## src/rtl/key_debouncer.sv

```systemverilog
// Multi-channel push-button debouncer: 2-flop synchronizer, per-key press/release
// debounce FSM, one-cycle press/release pulses and a held-key auto-repeat generator.
module key_debouncer #(
    parameter int NUM_KEYS             = 4,
    parameter int DEBOUNCE_CYCLES      = 1000000,
    parameter int REPEAT_DELAY_CYCLES  = 25000000,
    parameter int REPEAT_PERIOD_CYCLES = 5000000
) (
    input  logic                i_clock,
    input  logic                i_reset_n,
    input  logic [NUM_KEYS-1:0] i_key,
    input  logic                i_repeat_en,
    output logic [NUM_KEYS-1:0] o_key_state,
    output logic [NUM_KEYS-1:0] o_key_press,
    output logic [NUM_KEYS-1:0] o_key_release,
    output logic [NUM_KEYS-1:0] o_key_repeat,
    output logic                o_any_press
);

    localparam int MAX_DR  = (DEBOUNCE_CYCLES > REPEAT_DELAY_CYCLES) ? DEBOUNCE_CYCLES : REPEAT_DELAY_CYCLES;
    localparam int MAX_CYC = (MAX_DR > REPEAT_PERIOD_CYCLES) ? MAX_DR : REPEAT_PERIOD_CYCLES;
    localparam int CNT_W   = $clog2(MAX_CYC);

    typedef logic [CNT_W-1:0] cnt_t;

    // Counters hold "cycles seen minus one", so the terminal compare is against N-1.
    localparam cnt_t DB_LAST  = cnt_t'(DEBOUNCE_CYCLES - 1);
    localparam cnt_t DLY_LAST = cnt_t'(REPEAT_DELAY_CYCLES - 1);
    localparam cnt_t PER_LAST = cnt_t'(REPEAT_PERIOD_CYCLES - 1);

    typedef enum logic [1:0] {
        RELEASED,
        PRESS_CHECK,
        PRESSED,
        RELEASE_CHECK
    } state_e;

    logic [NUM_KEYS-1:0] sync1_q, sync1_d;
    logic [NUM_KEYS-1:0] sync2_q, sync2_d;
    state_e              state_q     [NUM_KEYS];
    state_e              state_d     [NUM_KEYS];
    cnt_t                db_cnt_q    [NUM_KEYS];
    cnt_t                db_cnt_d    [NUM_KEYS];
    cnt_t                rpt_cnt_q   [NUM_KEYS];
    cnt_t                rpt_cnt_d   [NUM_KEYS];
    logic [NUM_KEYS-1:0] rpt_phase_q, rpt_phase_d;
    logic [NUM_KEYS-1:0] press_q, press_d;
    logic [NUM_KEYS-1:0] release_q, release_d;
    logic [NUM_KEYS-1:0] repeat_q, repeat_d;
    logic [NUM_KEYS-1:0] level;

    always_comb begin
        sync1_d     = i_key;
        sync2_d     = sync1_q;
        level       = ~sync2_q;
        rpt_phase_d = rpt_phase_q;
        press_d     = '0;
        release_d   = '0;
        repeat_d    = '0;
        for (int unsigned i = 0; i < NUM_KEYS; i++) begin
            state_d[i]   = state_q[i];
            db_cnt_d[i]  = db_cnt_q[i];
            rpt_cnt_d[i] = rpt_cnt_q[i];
            case (state_q[i])
                RELEASED: begin
                    db_cnt_d[i]    = '0;
                    rpt_cnt_d[i]   = '0;
                    rpt_phase_d[i] = 1'b0;
                    if (level[i]) state_d[i] = PRESS_CHECK;
                end
                PRESS_CHECK: begin
                    rpt_cnt_d[i]   = '0;
                    rpt_phase_d[i] = 1'b0;
                    if (!level[i]) begin
                        state_d[i]  = RELEASED;
                        db_cnt_d[i] = '0;
                    end else if (db_cnt_q[i] == DB_LAST) begin
                        state_d[i]  = PRESSED;
                        db_cnt_d[i] = '0;
                        press_d[i]  = 1'b1;
                    end else begin
                        db_cnt_d[i] = db_cnt_q[i] + cnt_t'(1);
                    end
                end
                PRESSED: begin
                    db_cnt_d[i] = '0;
                    // Leaving for RELEASE_CHECK freezes the schedule and suppresses any due pulse.
                    if (!level[i]) begin
                        state_d[i] = RELEASE_CHECK;
                    end else if (rpt_cnt_q[i] == (rpt_phase_q[i] ? PER_LAST : DLY_LAST)) begin
                        repeat_d[i]    = i_repeat_en;
                        rpt_cnt_d[i]   = '0;
                        rpt_phase_d[i] = 1'b1;
                    end else begin
                        rpt_cnt_d[i] = rpt_cnt_q[i] + cnt_t'(1);
                    end
                end
                RELEASE_CHECK: begin
                    if (level[i]) begin
                        state_d[i]  = PRESSED;
                        db_cnt_d[i] = '0;
                    end else if (db_cnt_q[i] == DB_LAST) begin
                        state_d[i]   = RELEASED;
                        db_cnt_d[i]  = '0;
                        release_d[i] = 1'b1;
                    end else begin
                        db_cnt_d[i] = db_cnt_q[i] + cnt_t'(1);
                    end
                end
                default: state_d[i] = RELEASED;
            endcase
        end
    end

    always_ff @(posedge i_clock) begin
        if (!i_reset_n) begin
            sync1_q     <= '1;
            sync2_q     <= '1;
            rpt_phase_q <= '0;
            press_q     <= '0;
            release_q   <= '0;
            repeat_q    <= '0;
            for (int unsigned i = 0; i < NUM_KEYS; i++) begin
                state_q[i]   <= RELEASED;
                db_cnt_q[i]  <= '0;
                rpt_cnt_q[i] <= '0;
            end
        end else begin
            sync1_q     <= sync1_d;
            sync2_q     <= sync2_d;
            rpt_phase_q <= rpt_phase_d;
            press_q     <= press_d;
            release_q   <= release_d;
            repeat_q    <= repeat_d;
            for (int unsigned i = 0; i < NUM_KEYS; i++) begin
                state_q[i]   <= state_d[i];
                db_cnt_q[i]  <= db_cnt_d[i];
                rpt_cnt_q[i] <= rpt_cnt_d[i];
            end
        end
    end

    always_comb begin
        o_key_state = '0;
        for (int unsigned i = 0; i < NUM_KEYS; i++) begin
            o_key_state[i] = (state_q[i] == PRESSED) || (state_q[i] == RELEASE_CHECK);
        end
    end

    assign o_key_press   = press_q;
    assign o_key_release = release_q;
    assign o_key_repeat  = repeat_q;
    assign o_any_press   = |press_q;

endmodule

```

## config.mk

```make
export PLATFORM = sky130hd
export DESIGN_NAME = key_debouncer
export DESIGN_NICKNAME = d
export VERILOG_FILES = /design/src/rtl/key_debouncer.sv
export SDC_FILE = /design/constraint.sdc
export NUM_CORES = 1
export LEC_CHECK = 0
export BUFFER_PORTS_ARGS = -buffer_cell sky130_fd_sc_hd__buf_2
export CORE_MARGIN = 5
export CORE_UTILIZATION = 23
export CTS_CLUSTER_DIAMETER = 100
export CTS_CLUSTER_SIZE = 10
export DETAILED_ROUTE_END_ITERATION = 7
export GPL_TIMING_DRIVEN = 0
export PLACE_DENSITY = 0.35
export SYNTH_ARGS = -nofsm -noshare
export SYNTH_HDL_FRONTEND = slang
export SYNTH_SLANG_ARGS = --single-unit
```

## constraint.sdc

```tcl
create_clock -name i_clock -period 5.4 [get_ports i_clock]
set_input_delay 0.27 -clock i_clock [delete_from_list [all_inputs] [get_ports i_clock]]
set_output_delay 0.27 -clock i_clock [all_outputs]
set_load 0.03 [all_outputs]
```

==> results.rst, run 1 <==
.. list-table::
   :header-rows: 1

   * - Metric
     - Value
   * - Via count
     - 8715
   * - Clock net sink count
     - 232
   * - Worst Setup End Kind
     - register
   * - Status
     - finished clean
   * - Buffer type at the clock tree root
     - clkbuf_16
   * - DRT iter0 DRCs
     - 425
   * - R2R Setup Slk
     - 2.76 ns
   * - Worst hold margin
     - 0.0757 ns
   * - Peak supply drop
     - 0.184 mV
   * - Final Max Slew Viols
     - 0
   * - Crit path kind
     - reg2reg
   * - Post-detailed-route DRC marker count
     - 0
   * - Worst-Skew Late Latency
     - 0.55 ns
   * - Global route overflow
     - 0
   * - Hold Path Cell Cnt
     - 3
   * - Arrival time at the worst endpoint
     - 3.07 ns
   * - Final Net Count
     - 1336
   * - Source of the worst hold timing path
     - i_repeat_en
   * - Final worst-path cycle share
     - 0.488
   * - Static leakage power
     - 3.63 nW
   * - Yosys synthesis warning count
     - 0
   * - Ratio of cells with drive above 1 in the final layout
     - 0.0621
   * - Syn Inst Count
     - 1265
   * - Number of iterations in the first detailed-routing pass
     - 7
   * - Worst r2r dst
     - rpt_cnt_q[0][2]
   * - Number of synthesized flops with an enable pin
     - 0
   * - Worst clock skew
     - 0.0134 ns
   * - Data required, critical path
     - 5.83 ns
   * - Post-CTS repair timing setup buffer count
     - 0
   * - Path class of the lowest-slack min-delay path
     - in2reg
   * - Synth Net Count
     - 1280
   * - Number of buffers created by CTS
     - 27
   * - Total of flip-flops plus latches after synthesis
     - 232
   * - Slew @ Worst Pin
     - 1.35 ns
   * - Die outline area
     - 0.0507 sq mm
   * - Gpl congestion
     - 0.750
   * - Starting density of the core
     - 0.234
   * - Number of distinct library cell variants in the gate-level netlist after synthesis
     - 57
   * - Launching element of the worst setup path
     - rpt_cnt_q[0][0]
   * - Final non-filler cell total
     - 1921
   * - Antenna viol nets, final
     - 0
   * - Largest area contributor in the synthesized netlist
     - dfxtp_1
   * - Clk pin slew, worst setup/hold paths
     - 0.06 ns
   * - Startpoint type of the worst setup path
     - register
   * - Number of maximum-capacitance violations
     - 0
   * - Main area contributors after synthesis
     - dfxtp_1, xor2_1, nor2_1
   * - Instance count after placement with tap cells included
     - 1888
   * - Wire length of the first global-routing pass
     - 45.2 mm
   * - CTS tree
     - yes
   * - Port-buffer cells
     - 23
   * - PwrDens
     - 272 mW/mm^2
   * - Cell depth of the worst flop-to-flop path
     - 8
   * - Average wire length per cell after detail routing
     - 14.0 um
   * - Count of endpoints failing hold in the final timing report
     - 0
   * - Vertical extent of the die
     - 225 um
   * - WHS Endpoint
     - o_key_repeat[1]
   * - Number of antenna violations at the first check in global routing
     - 0
   * - Number of global-route vias before repair
     - 8515
   * - Core region area
     - 0.0456 sq mm
   * - All-layer global routing usage
     - 0.106
   * - Row count
     - 78
   * - Max H-tree Level
     - 1
   * - Synthesized area per cell
     - 8.43 sq um
   * - Critical path fanouts, max
     - 10
   * - CTS Buffer Depth
     - 3
   * - Worst r2r src
     - rpt_cnt_q[0][0]
   * - Max Clk Rate
     - 0.380 GHz
   * - RSZ-0062 raised after global routing
     - no
   * - Detail-routed via count per cell
     - 4.54
   * - Post-synth top area share
     - 0.436
   * - Pin count of the biggest net entering global routing
     - 14
   * - Fraction of synthesis flops using an asynchronous set or reset pin
     - 0
   * - Final antenna diode count
     - 0
   * - Total negative slack
     - 0 ns
   * - Slew margin rel.
     - 0.0898
   * - Final critical path time including I/O delays and setup
     - 2.64 ns
   * - Fraction of the yosys area taken by sequential cells
     - 0.436
   * - Primary flip-flop cell chosen by synthesis mapping
     - dfxtp_1
   * - Estimated wirelength of the detail-placed design
     - 18.6 mm
   * - Synthesized cell area
     - 0.0107 sq mm
   * - Setup violation total in the final timing report
     - 0
   * - Area growth from synthesis to layout
     - 15.0%
   * - WL final
     - 26.9 mm
   * - Total Power Consumption
     - 3.33 mW
   * - Post-Route Utilization
     - 0.269
   * - X dimension of the die
     - 225 um
   * - Number of ports placed on the die boundary
     - 24
## placed cells by master (no fill, tap or decap), types with 9 or more instances in the layout
cell type,instances
clkbuf_16,27
nor2_1,222
or4_1,9
buf_2,33
nand3_1,102
nand2b_1,13
nand4_1,72
dfxtp_1,232
nor3_1,33
and4_1,24
xor2_1,98
nand2_1,103
nor4b_1,9
a21oi_1,13
clkbuf_1,38
and2_1,15
nor4_1,27
inv_1,31
xnor2_1,58
a31oi_1,26
and3_1,23
## synth_stat cells, types with 10 or more instances
master    instances
dfxtp_1         232
nor2_1          222
nand2_1         103
nand3_1         102
xor2_1           98
nand4_1          72
xnor2_1          58
clkbuf_1         38
nor3_1           33
inv_1            31
nor4_1           27
a31oi_1          26
and4_1           24
and3_1           23
and2_1           15
a21oi_1          13
nand2b_1         13
buf_2            10
## logic make-up after synthesis
family / share of synthesized area
DFF: 0.436
muxes: 0.00751
AOI/OAI and AO/OA: 0.0521
and+or+nand+nor: 0.335
adders and majority gates: 0.00939
xor gates and xnor gates: 0.128
buffers and inverters: 0.0318
## routing by layer
| metal | wire (um) | GRT usage | up-vias |
|---|---|---|---|
| met3 | 955 | 0.0197 | 35 |
| met4 | 614 | 0.0246 | 0 |
| met1 | 14200 | 0.157 | 4049 |
| met5 | 0 | 0 | - |
| li1 | - | - | 4533 |
| met2 | 11100 | 0.159 | 98 |
## how the worst max path moves through the flow
stage	to	slack, ns
floorplan	db_cnt_q[1][24]	3.30
global placement	rpt_cnt_q[0][15]	2.69
detailed placement	rpt_cnt_q[0][14]	2.72
CTS	rpt_cnt_q[0][16]	2.69
global route	rpt_cnt_q[0][16]	2.41
finish	rpt_cnt_q[0][2]	2.76
## flip-flops by register name, indices dropped and copies added, names as in the netlist, named ones only
| signal | flops |
|---|---|
| o_key_repeat | 4 |
| sync2_q | 4 |
| rpt_phase_q | 4 |
| state_q | 4 |
| rpt_cnt_q | 100 |
| o_key_release | 4 |
| o_key_press | 4 |
| sync1_q | 4 |
| db_cnt_q | 100 |
## power breakdown
part | total, mW | switching (mW) | internal [mW]
combinational | 0.0244 | 0.0162 | 0.00818
clock | 1.59 | 0.708 | 0.879
sequential | 1.72 | 0.00356 | 1.72
total | 3.33 | 0.728 | 2.60
## what timing repair did
action                    4_1_cts  5_1_grt
hold endpoints to repair        4        0
resized for setup               0        0
hold buffers                    4        0
## layout make-up
class	instances	area, sq um
Sequential cell	232	4640
Fill cell	4922	33300
Buffer	51	223
Inverter	31	116
Tap cell	600	751
Clock buffer	27	676
Multi-Input combinational cell	951	5670
Timing Repair Buffer	27	155
Clock inverter	2	17.5
## through the flow
step,instance area (sq um),setup WS [ns]
floorplan,10700,3.30
global placement,11500,2.69
detailed placement,11500,2.72
CTS,12300,2.69
global route,12300,2.41
finish,12300,2.76
## worst max-delay path, cell delays in order (launching register included)
cell       delay (ns)
dfxtp_1          0.40
ha_1             0.21
and4_1           0.20
clkbuf_1         0.28
and4_1           0.24
o2111ai_1        0.35
o21ai_2          0.52
buf_4            0.26
nor2_1           0.06
Power figures use the tool's default switching activity.
==> run 2, diff against run 1 <==
==> constraint.sdc (replaced) <==
create_clock -name i_clock -period 2.7 [get_ports i_clock]
set_input_delay 0.135 -clock i_clock [delete_from_list [all_inputs] [get_ports i_clock]]
set_output_delay 0.135 -clock i_clock [all_outputs]
set_load 0.03 [all_outputs]
==> run 2 against run 1 <==
Net effect:
- sequential share of layout area is 0.18 points lower
- setup slack got worse by 2.5 ns
- cell count is 0.21% higher
- global-route usage did not move
- highest routed layer unchanged
==> results.rst, run 2 (same netlist as run 1, synthesis figures left out) <==
.. list-table::
   :header-rows: 1

   * - Metric
     - Value
   * - Pin count of the biggest net entering global routing
     - 14
   * - Final Net Count
     - 1340
   * - Final worst-path cycle share
     - 0.890
   * - Worst Setup End Kind
     - register
   * - Commonest non-fill, non-tap cells in the layout
     - dfxtp_1, nor2_1, nand2_1, nand3_1, xor2_1
   * - Area growth from synthesis to layout
     - 15.6%
   * - Port-buffer cells
     - 23
   * - Max Clk Rate
     - 0.416 GHz
   * - CTS Buffer Depth
     - 3
   * - Core region area
     - 0.0456 sq mm
   * - Peak supply drop
     - 0.368 mV
   * - Source of the worst hold timing path
     - i_key[2]
   * - Worst r2r dst
     - rpt_cnt_q[0][2]
   * - Number of antenna violations at the first check in global routing
     - 0
   * - Hold Path Cell Cnt
     - 3
   * - Area of all placed cells without fillers
     - 0.0123 sq mm
   * - Worst clock skew
     - 0.0128 ns
   * - Max H-tree Level
     - 1
   * - Number of global-route vias before repair
     - 8510
   * - Number of maximum-capacitance violations
     - 0
   * - Slew @ Worst Pin
     - 1.35 ns
   * - Final Max Slew Viols
     - 0
   * - Worst r2r src
     - rpt_cnt_q[0][0]
   * - Arrival time at the worst endpoint
     - 2.83 ns
   * - Instance area after placement
     - 0.0115 sq mm
   * - Worst-Skew Late Latency
     - 0.54 ns
   * - Count of endpoints failing hold in the final timing report
     - 0
   * - Ratio of cells with drive above 1 in the final layout
     - 0.0664
   * - Clock net sink count
     - 232
   * - Status
     - finished clean
   * - Crit path kind
     - reg2reg
   * - Most common cell after layout, fill and taps aside
     - dfxtp_1
   * - Global route overflow
     - 0
   * - Estimated wirelength of the detail-placed design
     - 18.6 mm
   * - Total negative slack
     - 0 ns
   * - DRT iter0 DRCs
     - 452
   * - Startpoint type of the worst setup path
     - register
   * - Clk pin slew, worst setup/hold paths
     - 0.06 ns
   * - Detail-routed via count per cell
     - 4.54
   * - Row count
     - 78
   * - Buffer type at the clock tree root
     - clkbuf_16
   * - WHS Endpoint
     - sync1_q[2]
   * - Cell depth of the worst flop-to-flop path
     - 8
   * - Gpl congestion
     - 0.750
   * - Wire length of the first global-routing pass
     - 45.2 mm
   * - RSZ-0062 raised after global routing
     - no
   * - Data required, critical path
     - 3.13 ns
   * - PwrDens
     - 541 mW/mm^2
   * - Area taken by flip-flops and latches
     - 0.00464 sq mm
   * - Antenna viol nets, final
     - 0
   * - Path class of the lowest-slack min-delay path
     - in2reg
   * - X dimension of the die
     - 225 um
   * - Die outline area
     - 0.0507 sq mm
   * - Final antenna diode count
     - 0
   * - Number of iterations in the first detailed-routing pass
     - 5
   * - Setup violation total in the final timing report
     - 0
   * - Critical path fanouts, max
     - 10
   * - Largest registers
     - db_cnt_q: 100 flops, rpt_cnt_q: 100 flops
   * - Starting density of the core
     - 0.234
   * - All-layer global routing usage
     - 0.106
   * - Vertical extent of the die
     - 225 um
   * - Post-detailed-route DRC marker count
     - 0
   * - # fillers
     - 4927
   * - WL final
     - 27.0 mm
   * - Via count
     - 8747
   * - Static leakage power
     - 3.65 nW
   * - Number of buffers created by CTS
     - 27
   * - Total Power Consumption
     - 6.66 mW
   * - Area used by multi-input combinational logic
     - 0.00570 sq mm
   * - Number of ports placed on the die boundary
     - 24
   * - R2R Setup Slk
     - 0.30 ns
   * - Slew margin rel.
     - 0.0895
   * - Average wire length per cell after detail routing
     - 14.0 um
   * - Final critical path time including I/O delays and setup
     - 2.40 ns
   * - CTS tree
     - yes
## run 2: metal layers
| metal | track usage | up-vias | routed length [um] |
|---|---|---|---|
| li1 | - | 4540 | - |
| met3 | 0.0195 | 34 | 841 |
| met5 | 0 | - | 0 |
| met1 | 0.157 | 4081 | 14400 |
| met4 | 0.0246 | 0 | 613 |
| met2 | 0.159 | 92 | 11100 |
## run 2: metrics by stage
stage / std cells / worst slack, ns / hold WS [ns] / utilization
after detailed placement: 1888 / 0.0197 / 0.321 / 0.253
after global placement: 1888 / -0.00705 / 0.322 / 0.253
after floorplan: 1265 / 0.595 / 0.236 / -
final: 1925 / 0.298 / 0.305 / 0.270
after global routing: 1925 / 0.0294 / 0.277 / 0.270
after CTS: 1923 / 0.0788 / 0.263 / 0.270
## run 2: area by class of cell
cell class,count,area share
clock buffer,27,0.0549
inverter,31,0.00945
timing repair buffer,31,0.0154
tap,600,0.0610
buffer,51,0.0182
multi-input combinational,951,0.463
clock inverter,2,0.00142
sequential,232,0.377
## run 2: worst max-delay path: stages, from the launching register on
cell	delay, ns
dfxtp_1	0.40
ha_1	0.21
and4_1	0.20
clkbuf_1	0.27
and4_1	0.26
o2111ai_2	0.28
o21ai_4	0.37
buf_4	0.24
nor2_1	0.06
## run 2: worst max-delay path by stage
stage	end	startpoint
global route	rpt_cnt_q[0][16]	rpt_cnt_q[0][0]
detailed placement	rpt_cnt_q[0][14]	rpt_cnt_q[0][0]
CTS	rpt_cnt_q[0][16]	rpt_cnt_q[0][0]
global placement	rpt_cnt_q[0][15]	rpt_cnt_q[0][0]
finish	rpt_cnt_q[0][2]	rpt_cnt_q[0][0]
floorplan	db_cnt_q[1][24]	db_cnt_q[1][0]
## run 2: where the power goes
part	total, mW	internal, mW	switching, mW
combinational	0.0512	0.0182	0.0330
sequential	3.44	3.43	0.00711
clock	3.17	1.76	1.41
## run 2: timing repair
action,in CTS,in global routing
gates resized for setup,1,5
setup buffers,0,2
hold buffers,6,0
endpoints found under the setup margin,9,34
endpoints found under the hold margin,10,0
pin swaps,0,1
